$ cat config.mk
export PLATFORM = sky130hd
export DESIGN_NAME = ga23_row_shifter
export DESIGN_NICKNAME = d
export VERILOG_FILES = /design/src/rtl/ga23_row_shifter.sv
export SDC_FILE = /design/constraint.sdc
export NUM_CORES = 1
export LEC_CHECK = 0
export BUFFER_PORTS_ARGS = -buffer_cell sky130_fd_sc_hd__buf_2
export CAP_MARGIN = 15
export CORE_MARGIN = 8
export CORE_UTILIZATION = 35
export CTS_BUF_LIST = sky130_fd_sc_hd__clkbuf_16
export CTS_CLUSTER_DIAMETER = 60
export CTS_CLUSTER_SIZE = 24
export DETAILED_ROUTE_END_ITERATION = 12
export SETUP_SLACK_MARGIN = 0.2
export SLEW_MARGIN = 20
export SYNTH_ARGS = -nofsm -noshare
export SYNTH_HDL_FRONTEND = slang
export SYNTH_SLANG_ARGS = --single-unit
$ cat constraint.sdc
create_clock -name clk -period 4.3 [get_ports clk]
set_input_delay 0.43 -clock clk [delete_from_list [all_inputs] [get_ports clk]]
set_output_delay 0.43 -clock clk [all_outputs]
set_load 0.03 [all_outputs]
$ cat src/rtl/ga23_row_shifter.sv
// GA23 tile-row pixel shifter: queues planar tile rows, converts them to packed pixels at
// load time and shifts out one {palette,pixel} per pixel-clock enable with fine scroll.
`timescale 1ns/1ps
module ga23_row_shifter #(
    parameter int BPP    = 4,
    parameter int PIX    = 8,
    parameter int PAL_W  = 7,
    parameter int PRIO_W = 2,
    parameter int DEPTH  = 2
) (
    input  logic                     clk,
    input  logic                     reset_n,
    input  logic                     ce_pix,
    input  logic                     line_start,
    input  logic [$clog2(PIX)-1:0]   offset,
    input  logic                     load_valid,
    output logic                     load_ready,
    input  logic                     reverse,
    input  logic [BPP*PIX-1:0]       row,
    input  logic [PAL_W-1:0]         palette,
    input  logic [PRIO_W-1:0]        prio,
    output logic [PAL_W+BPP-1:0]     color_out,
    output logic [PRIO_W-1:0]        prio_out,
    output logic                     opaque_out,
    output logic                     underrun
);

    localparam int OFS_W = $clog2(PIX);
    localparam int CNT_W = $clog2(DEPTH + 1);
    localparam int ROW_W = BPP * PIX;

    // Planar -> packed: pixel i (leftmost first) lands in bits [i*BPP +: BPP].
    function automatic logic [ROW_W-1:0] pack_row(input logic [ROW_W-1:0] planar,
                                                  input logic rev);
        logic [ROW_W-1:0] pk;
        pk = '0;
        for (int i = 0; i < PIX; i++) begin
            for (int p = 0; p < BPP; p++) begin
                pk[i*BPP+p] = rev ? planar[p*PIX+i] : planar[p*PIX+PIX-1-i];
            end
        end
        return pk;
    endfunction

    logic [ROW_W-1:0]  ent_pix_q  [DEPTH];
    logic [ROW_W-1:0]  ent_pix_d  [DEPTH];
    logic [PAL_W-1:0]  ent_pal_q  [DEPTH];
    logic [PAL_W-1:0]  ent_pal_d  [DEPTH];
    logic [PRIO_W-1:0] ent_prio_q [DEPTH];
    logic [PRIO_W-1:0] ent_prio_d [DEPTH];

    logic [CNT_W-1:0]  count_q,    count_d;
    logic [OFS_W-1:0]  cnt_q,      cnt_d;
    logic [ROW_W-1:0]  pix_cur_q,  pix_cur_d;
    logic [PAL_W-1:0]  pal_cur_q,  pal_cur_d;
    logic [PRIO_W-1:0] prio_cur_q, prio_cur_d;
    logic              underrun_q, underrun_d;

    logic [OFS_W-1:0]  pos;
    logic              step;
    logic              pop_req;
    logic              q_empty;
    logic              do_pop;
    logic              push;
    logic [CNT_W-1:0]  wr_idx;
    logic [ROW_W-1:0]  row_packed;

    assign load_ready = (count_q < CNT_W'(DEPTH));
    assign pos        = cnt_q + offset;
    assign step       = ce_pix && !line_start;
    assign pop_req    = step && (pos == OFS_W'(PIX - 1));
    assign q_empty    = (count_q == '0);
    assign do_pop     = pop_req && !q_empty;
    assign push       = load_valid && load_ready && !line_start;
    // The popped head vacates slot 0, so a simultaneous push lands one slot lower.
    assign wr_idx     = do_pop ? (count_q - CNT_W'(1)) : count_q;
    assign row_packed = pack_row(row, reverse);

    always_comb begin
        ent_pix_d  = ent_pix_q;
        ent_pal_d  = ent_pal_q;
        ent_prio_d = ent_prio_q;
        count_d    = count_q;
        cnt_d      = cnt_q;
        pix_cur_d  = pix_cur_q;
        pal_cur_d  = pal_cur_q;
        prio_cur_d = prio_cur_q;
        underrun_d = pop_req && q_empty;

        if (line_start) begin
            count_d    = '0;
            cnt_d      = '0;
            pix_cur_d  = '0;
            pal_cur_d  = '0;
            prio_cur_d = '0;
        end else begin
            if (step) begin
                cnt_d = cnt_q + OFS_W'(1);
            end

            if (pop_req) begin
                if (q_empty) begin
                    pix_cur_d = '0;
                end else begin
                    pix_cur_d  = ent_pix_q[0];
                    pal_cur_d  = ent_pal_q[0];
                    prio_cur_d = ent_prio_q[0];
                end
            end else if (step) begin
                pix_cur_d = pix_cur_q >> BPP;
            end

            if (do_pop) begin
                for (int k = 0; k < DEPTH - 1; k++) begin
                    ent_pix_d[k]  = ent_pix_q[k+1];
                    ent_pal_d[k]  = ent_pal_q[k+1];
                    ent_prio_d[k] = ent_prio_q[k+1];
                end
            end

            if (push) begin
                for (int k = 0; k < DEPTH; k++) begin
                    if (CNT_W'(k) == wr_idx) begin
                        ent_pix_d[k]  = row_packed;
                        ent_pal_d[k]  = palette;
                        ent_prio_d[k] = prio;
                    end
                end
            end

            count_d = count_q + CNT_W'(push) - CNT_W'(do_pop);
        end
    end

    always_ff @(posedge clk or negedge reset_n) begin
        if (!reset_n) begin
            for (int k = 0; k < DEPTH; k++) begin
                ent_pix_q[k]  <= '0;
                ent_pal_q[k]  <= '0;
                ent_prio_q[k] <= '0;
            end
            count_q    <= '0;
            cnt_q      <= '0;
            pix_cur_q  <= '0;
            pal_cur_q  <= '0;
            prio_cur_q <= '0;
            underrun_q <= 1'b0;
        end else begin
            ent_pix_q  <= ent_pix_d;
            ent_pal_q  <= ent_pal_d;
            ent_prio_q <= ent_prio_d;
            count_q    <= count_d;
            cnt_q      <= cnt_d;
            pix_cur_q  <= pix_cur_d;
            pal_cur_q  <= pal_cur_d;
            prio_cur_q <= prio_cur_d;
            underrun_q <= underrun_d;
        end
    end

    assign color_out  = {pal_cur_q, pix_cur_q[BPP-1:0]};
    assign prio_out   = prio_cur_q;
    assign opaque_out = |pix_cur_q[BPP-1:0];
    assign underrun   = underrun_q;

endmodule

== After elaboration in Yosys (flattened, before gate mapping) ==
Cells that the tools add are included.

* Add/sub/neg operators: 5
* Order comparisons: 1
* Equal/unequal tests: 3
* Multiplexer cells: 58
* Bitwise logic cells: 1
* Reductions and logical operators: 16

{| class="wikitable"
|+ Operators with widths
! operator !! number
|-
| $mux W32 || 7
|-
| $mux W64 || 1
|-
| $mux W7 || 6
|-
| $mux W1 || 32
|-
| $mux W2 || 8
|-
| $mux W14 || 1
|-
| $logic_and A1 B1 Y1 || 6
|-
| $mux W3 || 2
|-
| $logic_not A2 Y1 || 2
|-
| $mux W4 || 1
|-
| $reduce_bool A2 Y1 || 2
|-
| $reduce_or A4 Y1 || 1
|-
| $add A3 B1 Y3 const B || 1
|-
| $add A3 B3 Y3 || 1
|-
| $eq A3 B3 Y1 const B || 1
|-
| $reduce_and A3 Y1 || 1
|-
| $reduce_bool A3 Y1 || 1
|-
| $add A2 B1 Y2 || 1
|-
| $eq A1 B2 Y1 const A || 1
|-
| $logic_not A1 Y1 || 2
|-
| $lt A2 B2 Y1 const B || 1
|-
| $ne A2 B2 Y1 const B || 1
|-
| $reduce_and A2 Y1 || 1
|-
| $sub A2 B1 Y2 || 1
|-
| other kinds (2) || 2
|}

* Register bits after elaboration: 129
* Input port bits: 50
* Output and inout port bits: 16
* Logic and storage cells: 96

== Depth between registers and ports, before layout ==
Gate-level depths: netlist of the first run.

* Word-level depth: 8
* Depth in mapped cells: 14
* Depth with buffers taken out: 11

== Least setup slack after synthesis of the first run ==
Ideal clock, no wire load.

* Path type: input-to-reg
* Start point: input offset[0]
* End point: register count_q[0]
* Setup time: 130 ps
* Data arrival time: 2550 ps
* Required time: 4170 ps
* Path slack: 1620 ps
* Stages on the path: 12
* Buffers on the path: 2
* Path through: ha_1 inv_1 fa_1 nor4bb_1 buf_2 nand3_4 inv_4 buf_2 ha_1 inv_1 ha_1 nor2b_1

* Cells in the longest elaborated chain, start to end: 6

{| class="wikitable"
|+ RTL lines
! what !! line !! source
|-
| from (decl) || 15 || <nowiki>input logic [$clog2(PIX)-1:0] offset,</nowiki>
|-
| $add A3 B3 Y3 || 69 || <nowiki>assign pos = cnt_q + offset;</nowiki>
|-
| $eq A3 B3 Y1 || 71 || <nowiki>assign pop_req = step && (pos == OFS_W'(PIX - 1));</nowiki>
|-
| $logic_and A1 B1 Y1 || 71 ||
|-
| $logic_and A1 B1 Y1 || 73 || <nowiki>assign do_pop = pop_req && !q_empty;</nowiki>
|-
| $sub A2 B1 Y2 || 131 || <nowiki>count_d = count_q + CNT_W'(push) - CNT_W'(do_pop);</nowiki>
|-
| $mux W2 || 90 || <nowiki>if (line_start) begin</nowiki>
|-
| via count_d[0] || 52 || <nowiki>logic [CNT_W-1:0] count_q, count_d;</nowiki>
|-
| to (signal assigned) || 152 || <nowiki>count_q <= count_d;</nowiki>
|-
| to (decl) || 52 ||
|}

The timed path passes the listed nets, and every way through them passes these cells.
A chain may end at the register's enable or synchronous reset.

== Worst setup path in the final report of the first run ==
* Start point: register count_q[1]
* End point: register ent_pix_q[53] (netlist name)

* Cells in the longest elaborated chain, start to end: 7
* Elaborated cells between the ends (all ways): 12
* Those cells by class: 1 x add/sub; 1 x order compare; 4 x mux; 6 x reduce/logical

{| class="wikitable"
|+ RTL lines
! what !! line !! source
|-
| branches (longest 6 deep; another with $sub A2 B1 Y2) || n/a ||
|-
| $mux W64 * || 121 || <nowiki>if (push) begin</nowiki>
|-
| to (signal assigned) || 149 || <nowiki>ent_pix_q <= ent_pix_d;</nowiki>
|-
| to (decl) || 45 || <nowiki>logic [ROW_W-1:0] ent_pix_q [DEPTH];</nowiki>
|}

Mark *: on every way between the ends.

==> results.tsv, run 1 <==
stage	metric	value	unit
synth	register area share after synthesis	0.419	
drt	mean number of vias per cell	5.78	
job	max-cap violations	0	
sta	TNS Setup	0	ns
placement	Final HPWL DP	14000	um
drt	DR pass1 iterations	5	
critical_path	Critical Path RT	4.60	ns
synth	post-synthesis cell count	853	
cells_and_area	area of the multi-input gates	3990	um^2
sta	final period utilization	0.810	
synth	Post-Synthesis Net Count	909	
drt	met2 WL post-DR	9820	um
drt	M1 wire length	10800	um
sta	worst-margin pin slew	1.07	ns
pwr	peak supply drop	0.000272	V
sta	hold_ws	-0.00727	ns
cells_and_area	FILL cells	2121	
drt	top sig layer	met4	
critical_path	Critical Setup Path Class	flip-flop to flip-flop	
clocking	Sink Count	129	
clocking	CTS tree	yes	
critical_path	RR Startpoint	count_q[1]	
drt	Routed WL	22100	um
critical_path	crit-path max FO	40	
drt	post-DR wirelength/cell	19.1	um
cells_and_area	antenna diode count	0	
drt	met3 WL	1240	um
grt	initial antenna violation count	0	
clocking	Hold-fix buffers, CTS	0	
critical_path	Slowest Stage Delay on Critical Path	0.63	ns
placement	Port Buffers	65	
grt	vias in the first global route	6415	
floorplan	Initial Utilization	0.355	
floorplan	die height	164	um
run_status	failing checks	hold timing	
sta	Max Clock Freq	287	MHz
sta	skew final	0.00762	ns
grt	first-pass GRT wire length	36000	um
floorplan	core box area	21700	um^2
critical_path	Slowest-stage cell, CP	dfrtp_1	
cells_and_area	P&R area growth vs syn	13.1	%
clocking	clock buffer count from CTS	17	
grt	GRT Util Overall	0.168	
clocking	post-cts resize count	0	
clocking	Clock Pin Slew Worst Setup and Hold Paths	0.06	ns
critical_path	crit path buf inv count	4	
sta	min Tclk post-route	3.48	ns
synth	most common flop cell mapped by yosys	dfrtp_1	
critical_path	critical path arrival	3.79	ns
critical_path	Top delay family on crit path	buffers and inverters	
synth	Syn Area/Cell	9.03	um^2
clocking	H-Tree Depth	4	
sta	Final Hold Viols	28	
synth	Post-synth EDFFs	0	
cells_and_area	Sequential Area	3230	um^2
cells_and_area	NumNets Final	923	
drt	routed vias	6710	
synth	Syn. warnings	0	
synth	Yosys cell types	51	
floorplan	row count	54	
sta	final setup vio count	0	
critical_path	crit start category	flip-flop	
sta	Slew Limit Fails	0	
pwr	Power Density	410	nW/um^2
drt	DR iter-0 viols	633	
critical_path	CP endpoint kind	flip-flop	
drt	DR DRC count	0	
floorplan	Die X	164	um
sta	RSZ-0062 raised after global routing	no	
critical_path	RR Endpoint	ent_pix_q[53]	
drt	Final ANT Viol Nets	0	
floorplan	Die ar.	27000	um^2
pwr	P_leak	3.65	nW
cells_and_area	ratio of cells with drive above 1 in the final layout	0.219	
synth	asr flop ratio synth	1.00	
sta	max-slew headroom at the worst pin	0.287	
min_path	Hold Path Class	primary input to async pin	
clocking	Clock Latency Late Sink	0.42	ns
grt	grt ovf	0	
cells_and_area	most frequent cells in the layout	nor2_1 (151), dfrtp_1 (128), nand2_1 (78), buf_2 (64), o21ai_0 (43)	
run_status	status	finished, violations left	
critical_path	Crit path top cell by count	inv_1	
critical_path	crit path cell chain	inv_1, ha_1, inv_1, nand3_4, inv_4, nand2b_1, buf_4, o221a_2	
synth	synthesis-stage register bit count	129	
clocking	Post-CTS Repair Setup Buffers	0	
grt	largest net degree at the start of global routing	72	
cells_and_area	commonest non-fill, non-tap cell in the layout	nor2_1	
clocking	CTS root buf	clkbuf_16	
synth	Synth Cell Area	7700	um^2
critical_path	r2r setup slk	0.82	ns
floorplan	Ports	66	
critical_path	R2R depth	8	
placement	Final GP Congestion	0.783	
clocking	Clock Tree Buf Depth	2	
==> metrics by stage <==
stage,setup WS (ns),total power (W),cell area (um^2),instances,util
6_report,0.819,0.00357,8710,1160,0.401
5_1_grt,0.565,0.00374,8710,1160,0.401
4_1_cts,0.850,0.00360,8710,1160,0.401
3_5_place_dp,0.805,0.00216,8130,1128,0.375
3_3_place_gp,0.880,0.00214,8130,1128,0.375
2_1_floorplan,1.62,0.00195,7700,853,-
==> flip-flops by register name, summed over array words and instances (netlist names) <==
signal      cells
ent_pix_q      64
pix_cur_q      32
ent_pal_q      14
pal_cur_q       7
ent_prio_q      4
cnt_q           3
count_q         2
prio_out        2
underrun        1
==> metal layers <==
metal / vias up / track usage
met5: - / 0
met4: 0 / 0.0492
met3: 23 / 0.0333
met2: 208 / 0.251
met1: 3313 / 0.239
li1: 3166 / -
==> power breakdown <==
part	internal, W	switching, W	total (W)
combinational	0.000290	0.000381	0.000671
clock	0.000895	0.000533	0.00143
sequential	0.00136	0.000111	0.00147
total	0.00254	0.00102	0.00357
==> Yosys cell counts, types with 3 or more instances <==
master	instances	area share
a21oi_1	30	0.019
a311oi_1	40	0.045
buf_1	3	0.0015
buf_2	32	0.021
buf_4	13	0.013
clkbuf_1	42	0.020
dfrtp_1	129	0.42
ha_1	5	0.0081
inv_1	18	0.0088
mux2_2	32	0.047
nand2_1	78	0.038
nand2b_1	10	0.0081
nand3_1	12	0.0078
nand3b_1	9	0.0088
nor2_1	151	0.074
nor2b_1	6	0.0049
nor3_1	27	0.018
nor4_1	12	0.0097
nor4b_1	18	0.020
o211a_1	19	0.025
o21ai_0	43	0.028
o21ai_1	10	0.0065
o221a_2	38	0.056
o22a_1	19	0.022
o22ai_1	12	0.0097
o311ai_0	13	0.015
==> cell families after synthesis <==
family          synth area share
xor+xnor                  0.0107
simple gates               0.206
compound gates             0.235
buf+inv                   0.0664
mux                       0.0523
fa+ha+maj                 0.0107
flops                      0.419
==> worst max-delay path by stage <==
stage                from             to  cells past startpoint  slack, ns
6_report       count_q[1]  ent_pix_q[53]                      8       0.82
4_1_cts        count_q[1]  ent_pix_q[42]                      8       0.85
2_1_floorplan   offset[0]     count_q[0]                     12       1.62
5_1_grt        count_q[1]  ent_pix_q[42]                      8       0.57
3_3_place_gp    offset[0]  ent_pix_q[57]                     11       0.88
3_5_place_dp    offset[0]  ent_pal_q[10]                     11       0.80
==> final cells by class <==
| class | count | area share |
|---|---|---|
| well taps | 280 | 0.0402 |
| flip-flops and latches | 129 | 0.371 |
| clock buffers | 17 | 0.0489 |
| multi-input cells | 614 | 0.458 |
| clock inverters | 15 | 0.0175 |
| inverters | 19 | 0.00848 |
| repair buffers | 86 | 0.0562 |
Power figures use the tool's default switching activity.
==> inputs of run 2 (changes only) <==
==> constraint.sdc (replaced) <==
create_clock -name clk -period 3.4 [get_ports clk]
set_input_delay 0.34 -clock clk [delete_from_list [all_inputs] [get_ports clk]]
set_output_delay 0.34 -clock clk [all_outputs]
set_load 0.03 [all_outputs]
==> run 2 against run 1 <==
Net effect: the flow now finishes without violations; clock power grew 32%; count of clock-buffer cells in the layout is the same; core utilization grew 0.52 points; die area is the same; clock skew shrank 0.0012 ns; critical path depth is the same; flip-flop and latch count is the same.
==> results.tsv, run 2 (same netlist as run 1, synthesis figures left out) <==
stage	metric	value	unit
drt	DR pass1 iterations	5	
cells_and_area	P&R area growth vs syn	14.5	%
cells_and_area	Largest register FFs	64	
clocking	post-cts resize count	0	
drt	post-DR wirelength/cell	19.4	um
grt	largest net degree at the start of global routing	81	
sta	final period utilization	0.818	
drt	DR DRC count	0	
cells_and_area	antenna diode count	0	
grt	grt ovf	0	
sta	RSZ-0062 raised after global routing	no	
cells_and_area	commonest non-fill, non-tap cell in the layout	nor2_1	
drt	Final ANT Viol Nets	0	
critical_path	crit-path max FO	24	
cells_and_area	most frequent cells in the layout	nor2_1 (151), dfrtp_1 (128), nand2_1 (78), buf_2 (64), o21ai_0 (43)	
grt	GRT Util Overall	0.172	
sta	Slew Limit Fails	0	
critical_path	r2r setup slk	0.62	ns
floorplan	Initial Utilization	0.355	
critical_path	crit start category	flip-flop	
clocking	Clock Pin Slew Worst Setup and Hold Paths	0.06	ns
sta	TNS Setup	0	ns
sta	max-slew headroom at the worst pin	0.482	
clocking	CTS root buf	clkbuf_16	
critical_path	RR Startpoint	cnt_q[0]	
cells_and_area	Reg with most FFs	ent_pix_q	
pwr	peak supply drop	0.000327	V
sta	Final Hold Viols	0	
job	max-cap violations	0	
clocking	H-Tree Depth	4	
floorplan	Die X	164	um
floorplan	Ports	66	
clocking	CTS tree	yes	
placement	Port Buffers	65	
placement	Final GP Congestion	0.773	
critical_path	Critical Path RT	3.69	ns
pwr	Power Density	523	nW/um^2
drt	mean number of vias per cell	5.71	
floorplan	die height	164	um
min_path	Hold Crit Depth	2	
cells_and_area	ratio of cells with drive above 1 in the final layout	0.223	
clocking	clock buffer count from CTS	17	
floorplan	row count	54	
sta	worst-margin pin slew	0.777	ns
drt	Routed WL	22700	um
min_path	Hold Path Class	primary input to flip-flop	
sta	final setup vio count	0	
sta	Max Clock Freq	360	MHz
clocking	Sink Count	129	
pwr	P_leak	3.70	nW
sta	min Tclk post-route	2.78	ns
cells_and_area	biggest regs	ent_pix_q x64, pix_cur_q x32, ent_pal_q x14	
sta	skew final	0.00647	ns
clocking	Post-CTS Repair Setup Buffers	0	
floorplan	core box area	21700	um^2
critical_path	Critical Setup Path Class	flip-flop to flip-flop	
drt	routed vias	6664	
clocking	Clock Tree Buf Depth	2	
run_status	status	completed	
critical_path	CP endpoint kind	flip-flop	
drt	DR iter-0 viols	571	
critical_path	critical path arrival	3.07	ns
critical_path	R2R depth	8	
floorplan	Die ar.	27000	um^2
grt	vias in the first global route	6444	
cells_and_area	NumNets Final	931	
min_path	hold endpoint	ent_pal_q[10]	
critical_path	RR Endpoint	ent_pix_q[2]	
placement	Final HPWL DP	14000	um
min_path	Hold Crit Start	palette[3]	
clocking	Clock Latency Late Sink	0.42	ns
pwr	total power	0.00461	W
cells_and_area	FILL cells	2121	
grt	first-pass GRT wire length	36500	um
grt	initial antenna violation count	0	
[run 2: cell count changes in the layout (fill, tap and decap cells not counted)]
cell	before	now
inv_1	21	22
clkinv_2	4	0
clkinvlp_4	2	3
clkinv_1	2	3
dlygate4sd3_1	0	1
buf_12	0	2
buf_4	21	26
bufinv_16	3	4
[run 2: where the power goes]
part | internal, W | switching (W) | leakage (nW)
Clock | 0.00121 | 0.000679 | 0.297
Combinational | 0.000373 | 0.000492 | 1.76
Sequential | 0.00172 | 0.000142 | 1.64
Total | 0.00330 | 0.00131 | 3.70
[run 2: area by class of cell]
class	instances	area, um^2	share of cell area
flip-flops and latches	129	3230	0.366
clock inverters	15	178	0.0201
repair buffers	94	577	0.0654
well taps	280	350	0.0397
multi-input cells	614	3990	0.452
clock buffers	17	425	0.0482
inverters	19	73.8	0.00837
[run 2: critical path, cell delays in order (launching register included)]
cell      delay [ns]
dfrtp_1         0.41
ha_1            0.19
inv_1           0.06
fa_1            0.46
nor4bb_4        0.51
and3_1          0.26
buf_4           0.32
nor3_1          0.08
nor4b_1         0.36
[run 2: metal layers]
metal	track usage	vias up	wire length, um
li1	-	3185	-
met1	0.240	3191	10800
met2	0.261	257	10200
met3	0.0273	31	1270
met4	0.0657	0	410
met5	0	-	0
[run 2: per-stage QoR]
step / hold WS, ns / cells / util / area (um^2) / worst slack, ns
3_3_place_gp: 0.469 / 1135 / 0.378 / 8210 / 0.636
3_5_place_dp: 0.450 / 1135 / 0.378 / 8210 / 0.592
6_report: 0.229 / 1168 / 0.407 / 8820 / 0.620
5_1_grt: 0.222 / 1168 / 0.407 / 8820 / 0.425
4_1_cts: 0.210 / 1168 / 0.407 / 8820 / 0.627
2_1_floorplan: 0.0444 / 853 / - / 7700 / 0.758
[run 2: repair_timing]
item                                    4_1_cts  5_1_grt
endpoints found under the setup margin        0        0
hold buffers                                  1        0
endpoints found under the hold margin         4        0
[run 2: worst max path at each step]
| stage | from | end | slack (ns) | depth (start not counted) |
|---|---|---|---|---|
| finish | cnt_q[0] | ent_pix_q[2] | 0.62 | 8 |
| global placement | offset[0] | ent_pal_q[7] | 0.64 | 10 |
| CTS | cnt_q[0] | pix_cur_q[18] | 0.63 | 9 |
| global route | cnt_q[0] | ent_pix_q[2] | 0.42 | 8 |
| detailed placement | offset[0] | pix_cur_q[18] | 0.59 | 10 |
| floorplan | cnt_q[0] | count_q[0] | 0.76 | 12 |
